--- src/rtl/fifo_byte_serializer.sv ---
// Pops 32-bit words from a one-cycle-latency FIFO read port and streams them out
// as four bytes on a valid/ready interface, one outstanding read at most.
module fifo_byte_serializer #(
    parameter bit MSB_FIRST = 1'b1,
    parameter int CNT_W     = 16
) (
    input  logic             clk,
    input  logic             reset_n,
    input  logic             en,
    input  logic             fifo_empty,
    input  logic [31:0]      fifo_dout,
    input  logic             fifo_rd_ack,
    input  logic             fifo_rd_err,
    output logic             fifo_rd_en,
    output logic [7:0]       byte_out,
    output logic             byte_valid,
    input  logic             byte_ready,
    output logic             busy,
    output logic [CNT_W-1:0] word_cnt,
    output logic             rd_err_seen
);

    typedef enum logic [1:0] {IDLE, WAIT, SEND} state_t;

    state_t      state;
    logic [31:0] shift_q;
    logic [1:0]  idx;
    logic        can_read;
    logic        accept;
    logic        last_accept;

    function automatic logic [7:0] head_byte(input logic [31:0] w);
        return MSB_FIRST ? w[31:24] : w[7:0];
    endfunction

    function automatic logic [31:0] next_word(input logic [31:0] w);
        return MSB_FIRST ? {w[23:0], 8'h00} : {8'h00, w[31:8]};
    endfunction

    assign can_read    = en & ~fifo_empty;
    assign accept      = (state == SEND) & byte_ready;
    assign last_accept = accept & (idx == 2'd3);
    assign busy        = (state != IDLE);

    // The next read is only issued from IDLE or on the final byte handshake,
    // which keeps at most one read outstanding.
    always_comb begin
        fifo_rd_en = 1'b0;
        case (state)
            IDLE:    fifo_rd_en = can_read;
            SEND:    fifo_rd_en = last_accept & can_read;
            default: fifo_rd_en = 1'b0;
        endcase
        fifo_rd_en = fifo_rd_en & reset_n;
    end

    always_ff @(posedge clk or negedge reset_n) begin
        if (!reset_n) begin
            state       <= IDLE;
            shift_q     <= '0;
            idx         <= 2'd0;
            byte_valid  <= 1'b0;
            byte_out    <= 8'h00;
            word_cnt    <= '0;
            rd_err_seen <= 1'b0;
        end else begin
            if (fifo_rd_err)
                rd_err_seen <= 1'b1;
            case (state)
                IDLE: begin
                    if (can_read)
                        state <= WAIT;
                end
                WAIT: begin
                    // A missing ack is treated like an error so the block never hangs.
                    if (fifo_rd_ack) begin
                        shift_q    <= fifo_dout;
                        byte_out   <= head_byte(fifo_dout);
                        idx        <= 2'd0;
                        byte_valid <= 1'b1;
                        state      <= SEND;
                    end else begin
                        rd_err_seen <= 1'b1;
                        state       <= IDLE;
                    end
                end
                SEND: begin
                    if (byte_ready) begin
                        if (idx == 2'd3) begin
                            word_cnt   <= word_cnt + {{(CNT_W-1){1'b0}}, 1'b1};
                            byte_valid <= 1'b0;
                            state      <= can_read ? WAIT : IDLE;
                        end else begin
                            idx      <= idx + 2'd1;
                            shift_q  <= next_word(shift_q);
                            byte_out <= head_byte(next_word(shift_q));
                        end
                    end
                end
                default: begin
                    byte_valid <= 1'b0;
                    state      <= IDLE;
                end
            endcase
        end
    end

endmodule

--- config.mk ---
export PLATFORM = sky130hd
export DESIGN_NAME = fifo_byte_serializer
export DESIGN_NICKNAME = d
export VERILOG_FILES = /design/src/rtl/fifo_byte_serializer.sv
export SDC_FILE = /design/constraint.sdc
export NUM_CORES = 1
export LEC_CHECK = 0
export CORE_ASPECT_RATIO = 0.8
export CORE_MARGIN = 2
export CORE_UTILIZATION = 43
export DETAILED_ROUTE_END_ITERATION = 12
export PLACE_DENSITY = 0.75
export SLEW_MARGIN = 0
export SYNTH_ARGS = -nofsm -noshare
export SYNTH_HDL_FRONTEND = slang
export SYNTH_SLANG_ARGS = --single-unit
--- constraint.sdc ---
create_clock -name clk -period 1.4 [get_ports clk]
set_input_delay 0.28 -clock clk [delete_from_list [all_inputs] [get_ports clk]]
set_output_delay 0.28 -clock clk [all_outputs]
set_load 0.1 [all_outputs]
* Word level (Yosys, flattened, before mapping)
Cells that the tools add are included.
** Operators by class
- Bitwise logic cells :: 7
- Add/subtract/negate cells :: 2
- Reduce and logical (&&, ||, !) cells :: 7
- Eq/ne operators :: 8
- Muxes and demuxes :: 26
** Operators with widths (number)
- 24-bit two-way mux :: 3
- 24-bit case mux with 2 select lines :: 1
- 8-bit two-way mux :: 3
- 16-bit by 1-bit adder with 16-bit output (second input constant) :: 1
- 8-bit case mux with 2 select lines :: 1
- 2-bit two-way mux :: 7
- 2-bit inequality test (second input constant) :: 4
- 4-bit AND reduction :: 2
- 1-bit two-way mux :: 7
- 2-bit case mux with 3 select lines :: 1
- 3-bit AND reduction :: 2
- 1-bit AND :: 5
- 2-bit == test (second input constant) :: 2
- 2-bit case mux with 2 select lines :: 1
- 2-bit nonzero test :: 2
- 1-bit case mux with 3 select lines :: 1
- 2-bit by 1-bit adder with 2-bit output (second input constant) :: 1
- 2-bit by 1-bit == test with 1-bit output (second input constant) :: 1
- 2-bit zero test :: 1
- 2-bit by 1-bit inequality test with 1-bit output (second input constant) :: 1
- 1-bit inverter :: 2
- 1-bit case mux with 2 select lines :: 1
** Word-level totals
- Flip-flop bits (word level) :: 54
- Output and inout port bits :: 28
- Word-level logic and storage cells :: 57

* Logic depth before layout (Yosys ltp)
Gate-level depths: netlist of the first run.
- Depth in word-level cells :: 6
- Mapped depth :: 7
- Gate-level depth less buffers :: 5

* Worst setup path after synthesis of the first run
Ideal clock, no wire load.
- Path kind :: reg2out
- From :: register idx[0]
- To :: output port fifo_rd_en
- Slack :: -4270 ps
- Cell stages (with the launch flop) :: 4
- Arrival time :: 5390 ps
- Required time :: 1120 ps
- Cells stage by stage :: dfrtp_1 ha_1 nand2_1 a2111oi_0
** On the way
- Longest elaborated chain between the ends :: 5
** Ends and longest elaborated chain
- from (decl) :: RTL line 27 : logic [1:0] idx;
- from (signal assigned) :: RTL line 94 : idx <= idx + 2'd1;
- 2-bit == test :: RTL line 42 : assign last_accept = accept & (idx == 2'd3);
- 1-bit AND :: RTL line 42
- 1-bit AND :: RTL line 51 : SEND: fifo_rd_en = last_accept & can_read;
- 1-bit case mux with 2 select lines :: RTL line 49 : case (state)
- 1-bit AND :: RTL line 54 : fifo_rd_en = fifo_rd_en & reset_n;
- to (decl) :: RTL line 14 : output logic fifo_rd_en,
No other way between the ends.

* Worst setup path after layout of the first run
- From :: input port fifo_empty
- To :: output port fifo_rd_en
** On the way
- Longest elaborated chain between the ends :: 5
** Ends and longest elaborated chain
- from (decl) :: RTL line 10 : input logic fifo_empty,
- 1-bit inverter (*) :: RTL line 40 : assign can_read = en & ~fifo_empty;
- 1-bit AND (*) :: RTL line 40
- 1-bit AND :: RTL line 51
- 1-bit case mux with 2 select lines (*) :: RTL line 49
- 1-bit AND (*) :: RTL line 54
Every way passes the cells marked *; elsewhere a longest branch is shown, timed or not.

==> results.cfg, run 1 <==
[setup_path]
cp_num_cells = 4
cpPeakStageDelay_ps = 410
endpoint = fifo_rd_en
arrival_ps = 1530
worstPathMaxFanout = 2
crit_family = buffers and inverters
path_class = in2out
endpoint_kind = output port
r2r-start = idx[1]$_DFFE_PN0P_
critPathLaunch = fifo_empty
r2r_end = byte_out[4]$_DFFE_PN0P_
required_ps = 1120
critical_path.slowest_cell = a2111oi_4
reg2reg_slack_ps = -370
startpoint_type = input port
path_buf_inv = 2
ff2ff_path_depth = 9
cp_cell_sequence = clkdlybuf4s50_1, nand2b_1, a2111oi_4, buf_12

[synth]
syn-mean-instance-area_um2 = 11.0
synth_edf_count = 0
synth_cell_type_count = 33
synth_top_area_cell = dfrtp_1
syn_inst = 227
async_flop_share_pct = 100
synth_flop_cell = dfrtp_1
synth_seq_area_share_pct = 54.1
synth_top_cell_area_share_pct = 54.1
synthTopCellsByArea = dfrtp_1 (54%), mux2i_1 (9.6%), nand2_1 (7.7%)
synth_seq_cells = 54
syn_nets = 268
yosysWarnings = 0
synth_area_mm2 = 0.00250

[cts]
insertion_delay_ps = 320
cts-root-buf = clkbuf_8
cts_inserted_buffers = 5
clock_sinks = 54
htree_levels = 2
clkSlewWorstSetupHoldPaths_ps = 110
holdBufCountCts = 0
cts_buffer_depth = 2
cts_tree = built

[sta]
tns_ps = -14740
hold_ws_ps = 165
fin_skew_ps = 16.1
slew_viol_final = 0
final_hold_viol_count = 0
slew_headroom_pct = 53.7
period_share_pct = 129
max_freq_mhz = 553
final.min_clock_period_ps = 1810
rsz0062_at_grt = true
setup_violations = 52
worst_slew_pin_slew_ps = 694
final.setup.worst_slack_ps = -408

[die]
initial_core_util_pct = 45.2
chipWidth_um = 89.2
rows = 24
die_h_um = 72.2
coreArea_mm2 = 0.00553
die_area_mm2 = 0.00644
pin_count = 67

[detailed_routing]
num_vias = 2117
antenna_left = 0
vias_per_cell = 5.14
drt-wirelength-per-cell_um = 18.3
drt_first_pass_iters = 4
first_iter_violations = 79
totalWireLength_um = 7540
drc_errors = 0

[global_route]
gr-max-usage-layer = met2
grt.total_usage_pct = 23.0
grt_pass1_vias = 2264
grt_max_degree = 55
grt_overflow = 0
globalRouteMet1Util_pct = 28.7
grt_pass1_wl_um = 11300
antenna_found_initial = 0
use_met2_pct = 41.2
use_met3_pct = 4.55

[power]
p_per_area_mw_per_mm2 = 1970
finalPower_mw = 9.29
ir_worst_vdd_mv = 1.23
p_leak_nw = 2.10

[placed_design]
placed_cells = 373
gp_congestion = 0.719
dp_hpwl_um = 4000
placed_area_mm2 = 0.00368
portBuffers = 66
pre_cts_slack_ps = -425

[layout]
antenna_cells = 0
fin_area_mm2 = 0.00472
utilization_pct = 85.4
drive_above_1_share_pct = 54.2
mostFrequentLayoutCell = dfrtp_1
final_nets = 374
areaGrowthSynthToFinish_pct = 88.8
layout.cells.non_filler = 412
mostFrequentLayoutCells = dfrtp_1 (39), clkdlybuf4s50_1 (36), buf_12 (35)

[outcome]
violations = setup timing
outcome = complete, but fails checks

[min_path]
hold_class = in2async

[job]
maxCapViolCount = 0
==> cell families after synthesis <==
kind of cell	share of synthesized area, %
XOR/XNOR	5.26
AND/OR/NAND/NOR	17.2
AO/OA/AOI/OAI	7.71
buffers and inverters	4.71
adder cells (fa/ha/maj)	1.00
flip-flops	54.1
multiplexers	10.1
==> synthesized netlist by cell type (2+ instances only) <==
cell and count:
xor2_1 4, buf_6 8, ha_1 2, dfrtp_1 54
a21oi_1 2, nand3b_1 2, nand3_1 6, nand2_1 51
nand4_1 4, clkbuf_1 2, o21ai_1 8, nor3_4 2
xnor2_1 11, nand2b_1 2, nor2_1 3, inv_1 2
mux2i_1 24, o21ai_0 25
==> report_power, final <==
part | switching (mW) | internal, mW
combinational | 2.87 | 2.84
clock | 0.528 | 0.353
sequential | 0.622 | 2.07
total | 4.02 | 5.27
==> routing by layer <==
layer	up-vias	wire, um	part of all wire [%]
met5	-	0	0
met4	0	116	1.5
met3	13	277	3.7
met2	58	4050	54
met1	1058	3100	41
li1	988	-	-
==> worst min path at each step <==
stage / start / to / slack (ps) / cells past startpoint
2_1_floorplan: reset_n / byte_out[0]$_DFFE_PN0P_ / -20 / 0
3_3_place_gp: shift_q[4]$_DFFE_PN0P_ / shift_q[4]$_DFFE_PN0P_ / 470 / 2
3_5_place_dp: shift_q[9]$_DFFE_PN0P_ / shift_q[9]$_DFFE_PN0P_ / 480 / 2
4_1_cts: reset_n / shift_q[0]$_DFFE_PN0P_ / 180 / 2
5_1_grt: reset_n / shift_q[1]$_DFFE_PN0P_ / 220 / 2
6_report: reset_n / shift_q[1]$_DFFE_PN0P_ / 170 / 2
==> registers in the layout, summed over array words and instances (netlist names) <==
name,flops
state,2
idx,2
byte_out,8
rd_err_seen,1
shift_q,24
byte_valid,1
word_cnt,16
==> final cells by class <==
class	instances	area, um2
fill	279	808
clock inverter	3	21.3
multi-input combinational	159	1500
clock buffer	5	68.8
timing repair buffer	111	1620
sequential	54	1400
tap	78	97.6
inverter	2	7.51
==> what timing repair did <==
action,CTS,global route
buffers inserted,14,7
endpoints found under the setup margin,41,55
pin swaps,19,20
gates resized for setup,63,62
endpoints found under the hold margin,0,0
gates cloned,10,1
(Power assumes the default switching activity.)
==> inputs of run 2 (changes only) <==
--- a/config.mk
+++ b/config.mk
@@ -10,6 +10,7 @@
 export CORE_UTILIZATION = 43
 export DETAILED_ROUTE_END_ITERATION = 12
 export PLACE_DENSITY = 0.75
+export SKIP_LAST_GASP = 1
 export SLEW_MARGIN = 0
 export SYNTH_ARGS = -nofsm -noshare
 export SYNTH_HDL_FRONTEND = slang
==> run 2 against run 1 <==
  * Worst setup slack improved by 3.3 ps
  * The run still ends with setup timing left
  * Fmax up 0.18%
  * Sequential share of layout area hardly changed
  * Hold slack worse by 11 ps
  * Combinational power grew 0.7%
  * Highest routed layer unchanged
  * Clock-buffer cell count stayed put
  * Register-to-register slack about the same
  * Critical path depth did not move
  * Sequential cell count is the same
  * Global-route usage grew 0.19 points
==> results.cfg, run 2 (same netlist as run 1, synthesis figures left out) <==
[setup_path]
worstPathMaxFanout = 2
required_ps = 1120
arrival_ps = 1520
path_class = reg2out
startpoint_type = flop
reg2reg_slack_ps = -380
endpoint_kind = output port

[detailed_routing]
drt-wirelength-per-cell_um = 18.8
drc_errors = 0
totalWireLength_um = 7720
vias_per_cell = 5.22
drt_first_pass_iters = 4
first_iter_violations = 99
num_vias = 2141
antenna_left = 0

[cts]
holdBufCountCts = 0
insertion_delay_ps = 320
cts-root-buf = clkbuf_8
cts_tree = built
htree_levels = 2
cts_buffer_depth = 2
clock_sinks = 54
clkSlewWorstSetupHoldPaths_ps = 110
cts_inserted_buffers = 5

[layout]
drive_above_1_share_pct = 54.2
fin_area_mm2 = 0.00472
fillCellCount = 268
largest_reg_flops = 24
mostFrequentLayoutCells = dfrtp_1 (39), clkdlybuf4s50_1 (36), buf_12 (35)
areaGrowthSynthToFinish_pct = 88.9
reg_top3 = shift_q: 24 flops, word_cnt: 16 flops, byte_out: 8 flops
final_nets = 372
antenna_cells = 0
largest_register = shift_q
mostFrequentLayoutCell = dfrtp_1

[global_route]
grt.total_usage_pct = 23.2
grt_pass1_wl_um = 11200
antenna_found_initial = 0
grt_overflow = 0
grt_max_degree = 55
grt_pass1_vias = 2249

[sta]
slew_headroom_pct = 54.6
rsz0062_at_grt = true
period_share_pct = 129
final_hold_viol_count = 0
tns_ps = -14850
setup_violations = 51
final.setup.worst_slack_ps = -404
fin_skew_ps = 12.9
worst_slew_pin_slew_ps = 681
slew_viol_final = 0
final.min_clock_period_ps = 1800
max_freq_mhz = 554

[die]
initial_core_util_pct = 45.2
die_area_mm2 = 0.00644
coreArea_mm2 = 0.00553
die_h_um = 72.2
pin_count = 67
rows = 24
chipWidth_um = 89.2

[power]
ir_worst_vdd_mv = 1.34
combPwrFrac_pct = 61.5
p_seq_share_pct = 29.0
switchingPower_mw = 4.08
p_leak_nw = 2.09
finalPower_mw = 9.35
pwr-share-clk_pct = 9.5
p_per_area_mw_per_mm2 = 1980
power.internal_mw = 5.27
swShare_pct = 43.6

[placed_design]
pre_cts_slack_ps = -425
portBuffers = 66
gp_congestion = 0.719
placed_area_mm2 = 0.00368
dp_hpwl_um = 4000

[job]
maxCapViolCount = 0

[outcome]
violations = setup timing
outcome = complete, but fails checks

[min_path]
hold_class = in2async
-- run 2: power groups by stage --
stage	logic [mW]	registers [mW]	clock network (mW)
after floorplan	1.58	3.35	0
after global placement	3.54	2.50	0
after detailed placement	3.63	2.54	0
after CTS	4.92	2.54	0.884
after global routing	6.03	2.76	0.970
final	5.75	2.71	0.892
-- run 2: layout make-up --
type	instances	area [um2]	area share [%]
well taps	78	97.6	2.07
clock inverters	3	21.3	0.451
flip-flops and latches	54	1400	29.6
multi-input cells	159	1520	32.1
repair buffers	109	1610	34.2
clock buffers	5	68.8	1.46
inverters	2	7.51	0.159
-- run 2: timing repair --
action	CTS	global route
resized for setup	58	71
setup endpoints to repair	41	55
pin swaps	14	22
setup buffers	14	7
gates cloned	10	1
-- run 2: through the flow --
stage,util (%),std cells,hold slack (ps)
finish,85.4,410,154
global route,85.4,410,191
CTS,78.8,405,181
detailed placement,66.7,373,478
global placement,66.7,373,471
floorplan,-,227,-15.6
-- run 2: worst paths after layout --
path / start / to / cells after the start
max: idx[1]$_DFFE_PN0P_ / fifo_rd_en / 4
min: reset_n / word_cnt[13]$_DFFE_PN0N_ / 2
max reg2reg: idx[1]$_DFFE_PN0P_ / shift_q[21]$_DFFE_PN0P_ / 9
min reg2reg: shift_q[3]$_DFFE_PN0P_ / shift_q[3]$_DFFE_PN0P_ / 2
max in group asynchronous: reset_n / word_cnt[0]$_DFFE_PN0N_ / 2
min in group clk: fifo_dout[3] / shift_q[3]$_DFFE_PN0P_ / 3
-- run 2: critical path: stages, from the launching register on --
cell	delay, ps
dfrtp_1	410
ha_4	170
nand2_4	50
a2111oi_4	360
buf_12	220
-- run 2: per-layer routing --
| metal | track usage, % | up-vias | routed length (um) |
|---|---|---|---|
| li1 | - | 989 | - |
| met5 | 0 | - | 0 |
| met1 | 29.4 | 1066 | 3080 |
| met2 | 40.7 | 71 | 4120 |
| met4 | 4.98 | 0 | 133 |
| met3 | 5.35 | 15 | 378 |
==> inputs of run 3 (changes only) <==
--- a/config.mk
+++ b/config.mk
@@ -5,11 +5,10 @@
 export SDC_FILE = /design/constraint.sdc
 export NUM_CORES = 1
 export LEC_CHECK = 0
-export CORE_ASPECT_RATIO = 0.8
 export CORE_MARGIN = 2
-export CORE_UTILIZATION = 43
+export CORE_UTILIZATION = 48
 export DETAILED_ROUTE_END_ITERATION = 12
-export PLACE_DENSITY = 0.75
+export PLACE_DENSITY = 0.79
 export SKIP_LAST_GASP = 1
 export SLEW_MARGIN = 0
 export SYNTH_ARGS = -nofsm -noshare
==> constraint.sdc (replaced) <==
create_clock -name clk -period 1.7 [get_ports clk]
set_input_delay 0.34 -clock clk [delete_from_list [all_inputs] [get_ports clk]]
set_output_delay 0.34 -clock clk [all_outputs]
set_load 0.1 [all_outputs]
==> run 3 against run 2 <==
  * The flow still finishes with violations (setup timing)
  * Sequential share of layout area grew 7.6 points
  * Sequential power shrank 25%
  * First-iteration DRC count grew 24%
  * Wire length shrank 35%
  * Die area shrank 10%
  * Via count shrank 14%
  * Worst setup slack gained 220 ps
  * Cell count shrank 9.3%
  * Clock power shrank 20%
  * Clock skew shrank 9.2 ps
  * Critical endpoint unchanged
  * Largest power group unchanged
==> results.cfg, run 3 (same netlist as run 1, synthesis figures left out) <==
[sta]
max_freq_mhz = 532
hold_ws_ps = 193
final.min_clock_period_ps = 1880
final.setup.worst_slack_ps = -181
setup_violations = 1
worst_slew_pin_slew_ps = 659
slew_viol_final = 0
period_share_pct = 111
fin_skew_ps = 3.68
slew_headroom_pct = 56.1
final_hold_viol_count = 0
rsz0062_at_grt = true

[setup_path]
startpoint_type = flop
endpoint_kind = output port
critical_path.slowest_cell = dfrtp_1
worstPathMaxFanout = 3
ff2ff_path_depth = 5
path_class = reg2out
r2r-start = state[1]$_DFFE_PN0P_
cpPeakStageDelay_ps = 420
crit_family = flip-flops
critPathLaunch = idx[1]$_DFFE_PN0P_
required_ps = 1360
path_buf_inv = 1
cp_num_cells = 4
arrival_ps = 1540
cp_cell_sequence = ha_4, nand2_4, a2111oi_4, buf_12

[cts]
htree_levels = 2
cts_tree = built
clkSlewWorstSetupHoldPaths_ps = 90
cts-root-buf = clkbuf_8
clock_sinks = 54
cts_buffer_depth = 2
cts_inserted_buffers = 5
insertion_delay_ps = 300

[die]
die_area_mm2 = 0.00580
initial_core_util_pct = 49.2
die_h_um = 76.2
chipWidth_um = 76.2
pin_count = 67
rows = 26
coreArea_mm2 = 0.00507

[detailed_routing]
first_iter_violations = 123
antenna_left = 0
totalWireLength_um = 4990
drt-wirelength-per-cell_um = 13.4
drt_first_pass_iters = 4
vias_per_cell = 4.93
num_vias = 1834
drc_errors = 0

[power]
p_per_area_mw_per_mm2 = 1520
p_leak_nw = 1.66
switchingPower_mw = 2.40
swShare_pct = 42.8
ir_worst_vdd_mv = 1.02
p_seq_share_pct = 36.3
finalPower_mw = 5.62
combPwrFrac_pct = 51.0
power.internal_mw = 3.22
pwr-share-clk_pct = 12.7

[placed_design]
dp_hpwl_um = 3780
portBuffers = 66
gp_congestion = 0.744

[global_route]
grt.total_usage_pct = 18.1
grt_pass1_vias = 1851
grt_max_degree = 55
grt_overflow = 0
antenna_found_initial = 0
grt_pass1_wl_um = 8380

[outcome]
violations = setup timing
outcome = complete, but fails checks

[layout]
areaGrowthSynthToFinish_pct = 48.1
largest_reg_flops = 24
antenna_cells = 0
final_nets = 342
drive_above_1_share_pct = 24.5
register_area_mm2 = 0.00138
fillCellCount = 382
multi_input_area_mm2 = 0.00107
reg_top3 = shift_q: 24 flops, word_cnt: 16 flops, byte_out: 8 flops
mostFrequentLayoutCells = nand2_1 (50), dfrtp_1 (41), clkdlybuf4s50_1 (36)
mostFrequentLayoutCell = nand2_1
largest_register = shift_q

[min_path]
hold_class = in2async

[job]
maxCapViolCount = 0
==> run 3: final timing paths <==
kind,to,slack [ps]
worst max-delay path,fifo_rd_en,-180
worst min-delay path,state[1]$_DFFE_PN0P_,190
worst max register to register,word_cnt[15]$_DFFE_PN0N_,180
worst min register to register,shift_q[10]$_DFFE_PN0P_,490
max in group asynchronous,word_cnt[5]$_DFFE_PN0N_,1000
min in group clk,shift_q[10]$_DFFE_PN0P_,490
==> run 3: per-layer routing <==
metal / wire length [um] / GRT usage (%)
met1: 2160 / 21.3
met2: 2600 / 32.6
met3: 154 / 3.08
met4: 79 / 7.64
met5: 0 / 0
==> run 3: final cells by class <==
type                    count  area share [%]
flip-flops and latches     54            37.2
multi-input cells         159            28.9
repair buffers             79            28.8
well taps                  70            2.37
clock buffers               7            2.33
inverters                   2           0.203
clock inverters             1           0.135
==> run 3: timing repair <==
action | 4_1_cts | 5_1_grt
setup buffers | 0 | 2
hold buffers | 0 | 0
setup endpoints to repair | 2 | 2
resized for setup | 1 | 2
pin swaps | 0 | 1
endpoints found under the hold margin | 0 | 0
==> run 3: stage by stage <==
step	TNS, ps	util, %	cell area [um2]	instances	worst slack [ps]
5_1_grt	-224	72.9	3700	372	-224
3_3_place_gp	-1890	70.8	3590	362	-215
6_report	-181	72.9	3700	372	-181
4_1_cts	-216	72.6	3680	370	-186
3_5_place_dp	-4120	70.8	3590	362	-266
2_1_floorplan	-399	-	2560	227	-399
==> run 3: power groups by stage <==
stage	Sequential, mW	Clock (mW)	Combinational (mW)
finish	2.04	0.714	2.87
global route	2.08	0.772	3.06
CTS	2.05	0.729	2.86
detailed placement	2.08	0	2.86
global placement	2.04	0	2.79
floorplan	2.74	0	1.23
